File: src/rtl/simple_circuit_sweep_ctrl_if.sv
// Bundle between the sweep controller, the lab top level (start/abort, result LEDs)
// and the 3-input/2-output circuit under test.
interface simple_circuit_sweep_ctrl_if;
  logic       start;
  logic       abort;
  logic [2:0] abc_out;
  logic       d_in;
  logic       e_in;
  logic       busy;
  logic       sample_valid;
  logic       mismatch;
  logic       done;
  logic       pass;
  logic [3:0] err_count;
  logic       first_err_valid;
  logic [2:0] first_err_vec;

  modport master (
    input  start, abort, d_in, e_in,
    output abc_out, busy, sample_valid, mismatch, done, pass,
           err_count, first_err_valid, first_err_vec
  );

  modport slave (
    output start, abort, d_in, e_in,
    input  abc_out, busy, sample_valid, mismatch, done, pass,
           err_count, first_err_valid, first_err_vec
  );
endinterface

File: src/rtl/simple_circuit_sweep_ctrl.sv
// Sweeps all eight A/B/C vectors through the lab circuit, holds each for a settle
// window, and checks D/E against the golden D=(A&B)|~C, E=~C.
module simple_circuit_sweep_ctrl #(
  parameter int unsigned SETTLE_CYCLES = 4
) (
  input  logic                          clk,
  input  logic                          rst,
  simple_circuit_sweep_ctrl_if.master   bus
);

  typedef enum logic [1:0] {
    ST_IDLE,
    ST_SETTLE,
    ST_SAMPLE,
    ST_DONE
  } state_e;

  localparam logic [7:0] SETTLE_LAST = 8'(SETTLE_CYCLES - 1);

  state_e     state_q, state_d;
  logic [2:0] vec_q, vec_d;
  logic [7:0] cnt_q, cnt_d;
  logic       busy_q, busy_d;
  logic       sv_q, sv_d;
  logic       mm_q, mm_d;
  logic       done_q, done_d;
  logic       pass_q, pass_d;
  logic [3:0] err_q, err_d;
  logic       fev_q, fev_d;
  logic [2:0] fvec_q, fvec_d;

  logic gd, ge, fail;

  assign gd   = (vec_q[2] & vec_q[1]) | ~vec_q[0];
  assign ge   = ~vec_q[0];
  assign fail = (bus.d_in != gd) | (bus.e_in != ge);

  always_comb begin
    // NOTE: every variable gets a default before the case so no path leaves one unassigned (no latches).
    state_d = state_q;
    vec_d   = vec_q;
    cnt_d   = cnt_q;
    sv_d    = 1'b0;
    mm_d    = 1'b0;
    done_d  = 1'b0;
    pass_d  = pass_q;
    err_d   = err_q;
    fev_d   = fev_q;
    fvec_d  = fvec_q;

    unique case (state_q)
      ST_IDLE: begin
        if (bus.start) begin
          vec_d   = 3'd0;
          cnt_d   = 8'd0;
          err_d   = 4'd0;
          fev_d   = 1'b0;
          fvec_d  = 3'd0;
          pass_d  = 1'b0;
          state_d = ST_SETTLE;
        end
      end

      ST_SETTLE: begin
        if (bus.abort) begin
          pass_d  = 1'b0;
          state_d = ST_IDLE;
        end else if (cnt_q == SETTLE_LAST) begin
          state_d = ST_SAMPLE;
        end else begin
          cnt_d = cnt_q + 8'd1;
        end
      end

      ST_SAMPLE: begin
        // An abort here drops the sample entirely: nothing counted, nothing reported.
        if (bus.abort) begin
          pass_d  = 1'b0;
          state_d = ST_IDLE;
        end else begin
          sv_d = 1'b1;
          mm_d = fail;
          if (fail) begin
            err_d = err_q + 4'd1;
            if (!fev_q) begin
              fev_d  = 1'b1;
              fvec_d = vec_q;
            end
          end
          if (vec_q == 3'd7) begin
            done_d  = 1'b1;
            pass_d  = (err_d == 4'd0);
            state_d = ST_DONE;
          end else begin
            vec_d   = vec_q + 3'd1;
            cnt_d   = 8'd0;
            state_d = ST_SETTLE;
          end
        end
      end

      ST_DONE: state_d = ST_IDLE;

      default: state_d = ST_IDLE;
    endcase

    // busy is registered from the next state so it lines up with abc_out.
    busy_d = (state_d == ST_SETTLE) || (state_d == ST_SAMPLE);
  end

  // NOTE: sequential state uses non-blocking assignments so every flop samples pre-edge values.
  always_ff @(posedge clk or posedge rst) begin
    if (rst) begin
      state_q <= ST_IDLE;
      vec_q   <= 3'd0;
      cnt_q   <= 8'd0;
      busy_q  <= 1'b0;
      sv_q    <= 1'b0;
      mm_q    <= 1'b0;
      done_q  <= 1'b0;
      pass_q  <= 1'b0;
      err_q   <= 4'd0;
      fev_q   <= 1'b0;
      fvec_q  <= 3'd0;
    end else begin
      state_q <= state_d;
      vec_q   <= vec_d;
      cnt_q   <= cnt_d;
      busy_q  <= busy_d;
      sv_q    <= sv_d;
      mm_q    <= mm_d;
      done_q  <= done_d;
      pass_q  <= pass_d;
      err_q   <= err_d;
      fev_q   <= fev_d;
      fvec_q  <= fvec_d;
    end
  end

  assign bus.abc_out         = vec_q;
  assign bus.busy            = busy_q;
  assign bus.sample_valid    = sv_q;
  assign bus.mismatch        = mm_q;
  assign bus.done            = done_q;
  assign bus.pass            = pass_q;
  assign bus.err_count       = err_q;
  assign bus.first_err_valid = fev_q;
  assign bus.first_err_vec   = fvec_q;

endmodule

File: src/flat_wrapper.sv
// flat-port wrapper written by rule: the top's interface ports become plain ports
module simple_circuit_sweep_ctrl_flat 
#(
  parameter int unsigned SETTLE_CYCLES = 4
)
  (clk, rst, bus_start, bus_abort, bus_d_in, bus_e_in, bus_abc_out, bus_busy, bus_sample_valid, bus_mismatch, bus_done, bus_pass, bus_err_count, bus_first_err_valid, bus_first_err_vec);
  simple_circuit_sweep_ctrl_if bus_i ();
  input  logic clk;
  input  logic rst;
  input wire logic [$bits(bus_i.start)-1:0] bus_start;
  input wire logic [$bits(bus_i.abort)-1:0] bus_abort;
  input wire logic [$bits(bus_i.d_in)-1:0] bus_d_in;
  input wire logic [$bits(bus_i.e_in)-1:0] bus_e_in;
  output wire logic [$bits(bus_i.abc_out)-1:0] bus_abc_out;
  output wire logic [$bits(bus_i.busy)-1:0] bus_busy;
  output wire logic [$bits(bus_i.sample_valid)-1:0] bus_sample_valid;
  output wire logic [$bits(bus_i.mismatch)-1:0] bus_mismatch;
  output wire logic [$bits(bus_i.done)-1:0] bus_done;
  output wire logic [$bits(bus_i.pass)-1:0] bus_pass;
  output wire logic [$bits(bus_i.err_count)-1:0] bus_err_count;
  output wire logic [$bits(bus_i.first_err_valid)-1:0] bus_first_err_valid;
  output wire logic [$bits(bus_i.first_err_vec)-1:0] bus_first_err_vec;
  assign bus_i.start = bus_start;
  assign bus_i.abort = bus_abort;
  assign bus_i.d_in = bus_d_in;
  assign bus_i.e_in = bus_e_in;
  assign bus_abc_out = bus_i.abc_out;
  assign bus_busy = bus_i.busy;
  assign bus_sample_valid = bus_i.sample_valid;
  assign bus_mismatch = bus_i.mismatch;
  assign bus_done = bus_i.done;
  assign bus_pass = bus_i.pass;
  assign bus_err_count = bus_i.err_count;
  assign bus_first_err_valid = bus_i.first_err_valid;
  assign bus_first_err_vec = bus_i.first_err_vec;
  simple_circuit_sweep_ctrl #(.SETTLE_CYCLES(SETTLE_CYCLES)) u_core (.clk(clk), .rst(rst), .bus(bus_i));
endmodule
File: config.mk
export PLATFORM = sky130hd
export DESIGN_NAME = simple_circuit_sweep_ctrl_flat
export DESIGN_NICKNAME = d
export VERILOG_FILES = /design/src/rtl/simple_circuit_sweep_ctrl_if.sv /design/src/rtl/simple_circuit_sweep_ctrl.sv /design/src/flat_wrapper.sv
export SDC_FILE = /design/constraint.sdc
export NUM_CORES = 1
export LEC_CHECK = 0
export ABC_AREA = 0
export BUFFER_PORTS_ARGS = -buffer_cell sky130_fd_sc_hd__buf_2
export CORE_MARGIN = 1
export CORE_UTILIZATION = 49
export DETAILED_ROUTE_END_ITERATION = 10
export PLACE_DENSITY = 0.73
export RECOVER_POWER = 25
export SLEW_MARGIN = 5
export SYNTH_ARGS = -nofsm -noshare
export SYNTH_HDL_FRONTEND = slang
export SYNTH_SLANG_ARGS = --single-unit
File: constraint.sdc
create_clock -name clk -period 1.56 [get_ports clk]
set_input_delay 0.156 -clock clk [delete_from_list [all_inputs] [get_ports clk]]
set_output_delay 0.156 -clock clk [all_outputs]
set_load 0.03 [all_outputs]
==> impl_metrics.json <==
{
  "synthArstFlopShare": 1.00,
  "vias": 1291,
  "synth_commonest_cells": "dfrtp_1, o21ai_0",
  "grt_max_degree": 16,
  "status": "complete, but fails checks",
  "cts_buffers": 3,
  "synthCells": 138,
  "ys_seq_area_frac": 0.468,
  "holdWs_ns": 0.0522,
  "timing.final.ws_setup_ns": -0.0590,
  "reg2reg_setup_slack_ns": -0.06,
  "ys_warn_count": 0,
  "multiInputGateArea_um2": 853,
  "grt_antenna_before_repair": 0,
  "areaGrowthSynthToFinish_pct": 44.0,
  "setup_viol": 13,
  "ys_seq_elements": 26,
  "r2r-start": "u_core.bus.abc_out[2]",
  "avgSynthCellArea_um2": 10.1,
  "die_w_um": 55.3,
  "crit_cells": 5,
  "io_pins": 22,
  "synth_edf_count": 0,
  "clock_skew_ns": 0.00676,
  "max-vdd-ir-drop_uv": 695,
  "reg2reg_to": "u_core.bus.pass",
  "wirelength_um": 3580,
  "overflow": 0,
  "clockBufferDepth": 2,
  "start_util": 0.537,
  "grt_usage": 0.239,
  "hold_viol_final": 0,
  "yosys.area.top_type": "dfrtp_1",
  "cp.arrival_ns": 1.85,
  "critical_path_peak_fanout": 6,
  "globalplace.congestion": 0.870,
  "rsz0062_at_grt": "true",
  "critPathBufInv": 0,
  "io_buffers": 21,
  "critPathMaxStageDelay_ns": 0.44,
  "slew_violations": 0,
  "fmax_mhz": 618,
  "cts-root-buf": "clkbuf_4",
  "crit_slowest_cell": "dfrtp_2",
  "startpoint_type": "register",
  "clock_latency_ns": 0.32,
  "worstPathRequired_ns": 1.79,
  "worstSetupPathType": "reg -> reg",
  "regArea_um2": 657,
  "first_global_vias": 1265,
  "cts_tree": "done",
  "drtIter0Drc": 38,
  "synth_top_area_frac": 0.468,
  "p_per_area_mw_per_mm2": 781,
  "nets": 205,
  "finalCritPeriodShare": 1.04,
  "place_inst": 215,
  "crit_end": "u_core.bus.pass",
  "violations": "setup timing",
  "die_h_um": 55.3,
  "synth_area_mm2": 0.00139,
  "die_area_mm2": 0.00306,
  "cp-end-kind": "register",
  "synthTopCellsByArea": "dfrtp_1, o21ai_0, xor2_1, ha_1, nand2b_1",
  "path_cells": "and3b_1 > o32a_4 > and4_4 > xnor2_1 > a32o_1",
  "synth_cell_types": 42,
  "avgRoutedWirePerCell_um": 16.0,
  "slew_headroom": 0.692,
  "synth_most_common_cell": "dfrtp_1",
  "nFillCells": 166,
  "htreeDepth": 1,
  "routed_via_density": 5.76,
  "fp-row-count": 18,
  "syn-num-nets": 148,
  "drt-pass1-iter-count": 4,
  "drtAntennaViolNets": 0,
  "final_cells": 224,
  "num_antenna_cells": 0,
  "worst_pin_slew_ns": 0.462,
  "clock_sinks": 26,
  "post-route-util": 0.773,
  "synth_flop_cell": "dfrtp_1",
  "clk_pin_slew_worst_paths_ns": 0.14,
  "reg2reg_depth": 5,
  "crit_start": "u_core.bus.abc_out[2]",
  "dpl_worst_slack_ns": -0.147,
  "coreArea_mm2": 0.00259,
  "leakagePower_nw": 0.956,
  "cap_violations": 0,
  "dp_hpwl_um": 2600,
  "layout-drive-gt1-share": 0.500,
  "cp_top_family": "compound AO/OA/AOI/OAI gates",
  "hp-class": "in -> reg",
  "grt_pass1_wl_um": 5820,
  "final.min_clock_period_ns": 1.62,
  "drc_errors": 0
}
[layout make-up]
type	instances	area share
flip-flops and latches	26	0.328
multi-input cells	99	0.426
inverters	9	0.0169
clock buffers	4	0.0131
well taps	30	0.0187
repair buffers	56	0.197
[state kept, by name, summed over array words and instances (netlist names)]
name,flops
u_core.bus.sample_valid,1
u_core.bus.first_err_vec,3
u_core.bus.done,1
u_core.cnt_q,8
u_core.bus.mismatch,1
u_core.state_q,2
u_core.bus.busy,1
u_core.bus.abc_out,3
u_core.bus.err_count,4
u_core.bus.first_err_valid,1
u_core.bus.pass,1
[routing by layer]
metal,track usage,up-vias,wire (µm)
li1,-,613,-
met1,0.338,629,1680
met2,0.391,45,1730
met3,0.0234,4,152
met4,0.0679,0,24
met5,0,-,0
[worst min path at each step]
stage,cells past startpoint,startpoint,to
finish,2,bus_abort,u_core.state_q[1]
global route,2,bus_abort,u_core.state_q[1]
CTS,2,bus_abort,u_core.state_q[1]
detailed placement,2,rst,u_core.cnt_q[7]
global placement,2,rst,u_core.bus.busy
floorplan,1,rst,u_core.bus.busy
[report_power, final]
group	total, W	internal (W)	switching, W
Sequential	0.000748	0.000718	0.0000301
Combinational	0.000515	0.000229	0.000286
Clock	0.000300	0.000100	0.000200
[worst reg2reg max path, cell delays in order, from the launching register on]
cell	delay (ns)
dfrtp_2	0.44
and3b_1	0.21
o32a_4	0.35
and4_4	0.19
xnor2_1	0.12
a32o_1	0.24
[cells in the final DEF (no fill, tap or decap), types with 2 or more instances in the layout]
master     synthesis  layout
a21boi_1           0       2
a21oi_1            8       5
a21oi_2            0       3
a22o_1             5       5
and3_1             2       2
buf_2              2      21
buf_4              0      28
buf_6              1       4
clkbuf_4           0       3
dfrtp_1           26      21
dfrtp_2            0       5
ha_4               0       3
inv_1              8       8
nand2_1            8       8
nand2b_1           8       7
nand3_1            3       2
nor2_1             7       5
nor2_2             3       4
nor3_1             2       2
o2111ai_2          0       4
o21ai_0           13       8
o21ai_1            2       2
o21ai_2            0       4
xor2_1             7       6
[repair_timing]
item	CTS	global route
pin swaps	15	16
endpoints found under the hold margin	11	0
setup endpoints to repair	15	19
hold buffers	1	0
gates resized for setup	19	21
buffers inserted	2	2
[cells by family (layout without fill, tap and decap cells)]
family | Yosys count | count (layout) | share of synthesized area
AO/OA/AOI/OAI | 43 | 43 | 0.212
AND/OR/NAND/NOR | 44 | 44 | 0.191
adder cells (fa/ha/maj) | 4 | 4 | 0.0360
flip-flops | 26 | 26 | 0.468
XOR/XNOR | 8 | 8 | 0.0504
buffers and inverters | 13 | 69 | 0.0432
[through the flow]
stage / instance area (µm²) / total power [W] / setup TNS, ns
finish: 2000 / 0.00156 / -0.335
global route: 2000 / 0.00166 / -1.00
CTS: 1920 / 0.00152 / -0.135
floorplan: 1420 / 0.000991 / -0.365
detailed placement: 1780 / 0.00119 / -0.875
global placement: 1780 / 0.00117 / -0.233
Note: power is estimated with default switching activity, not from simulation.
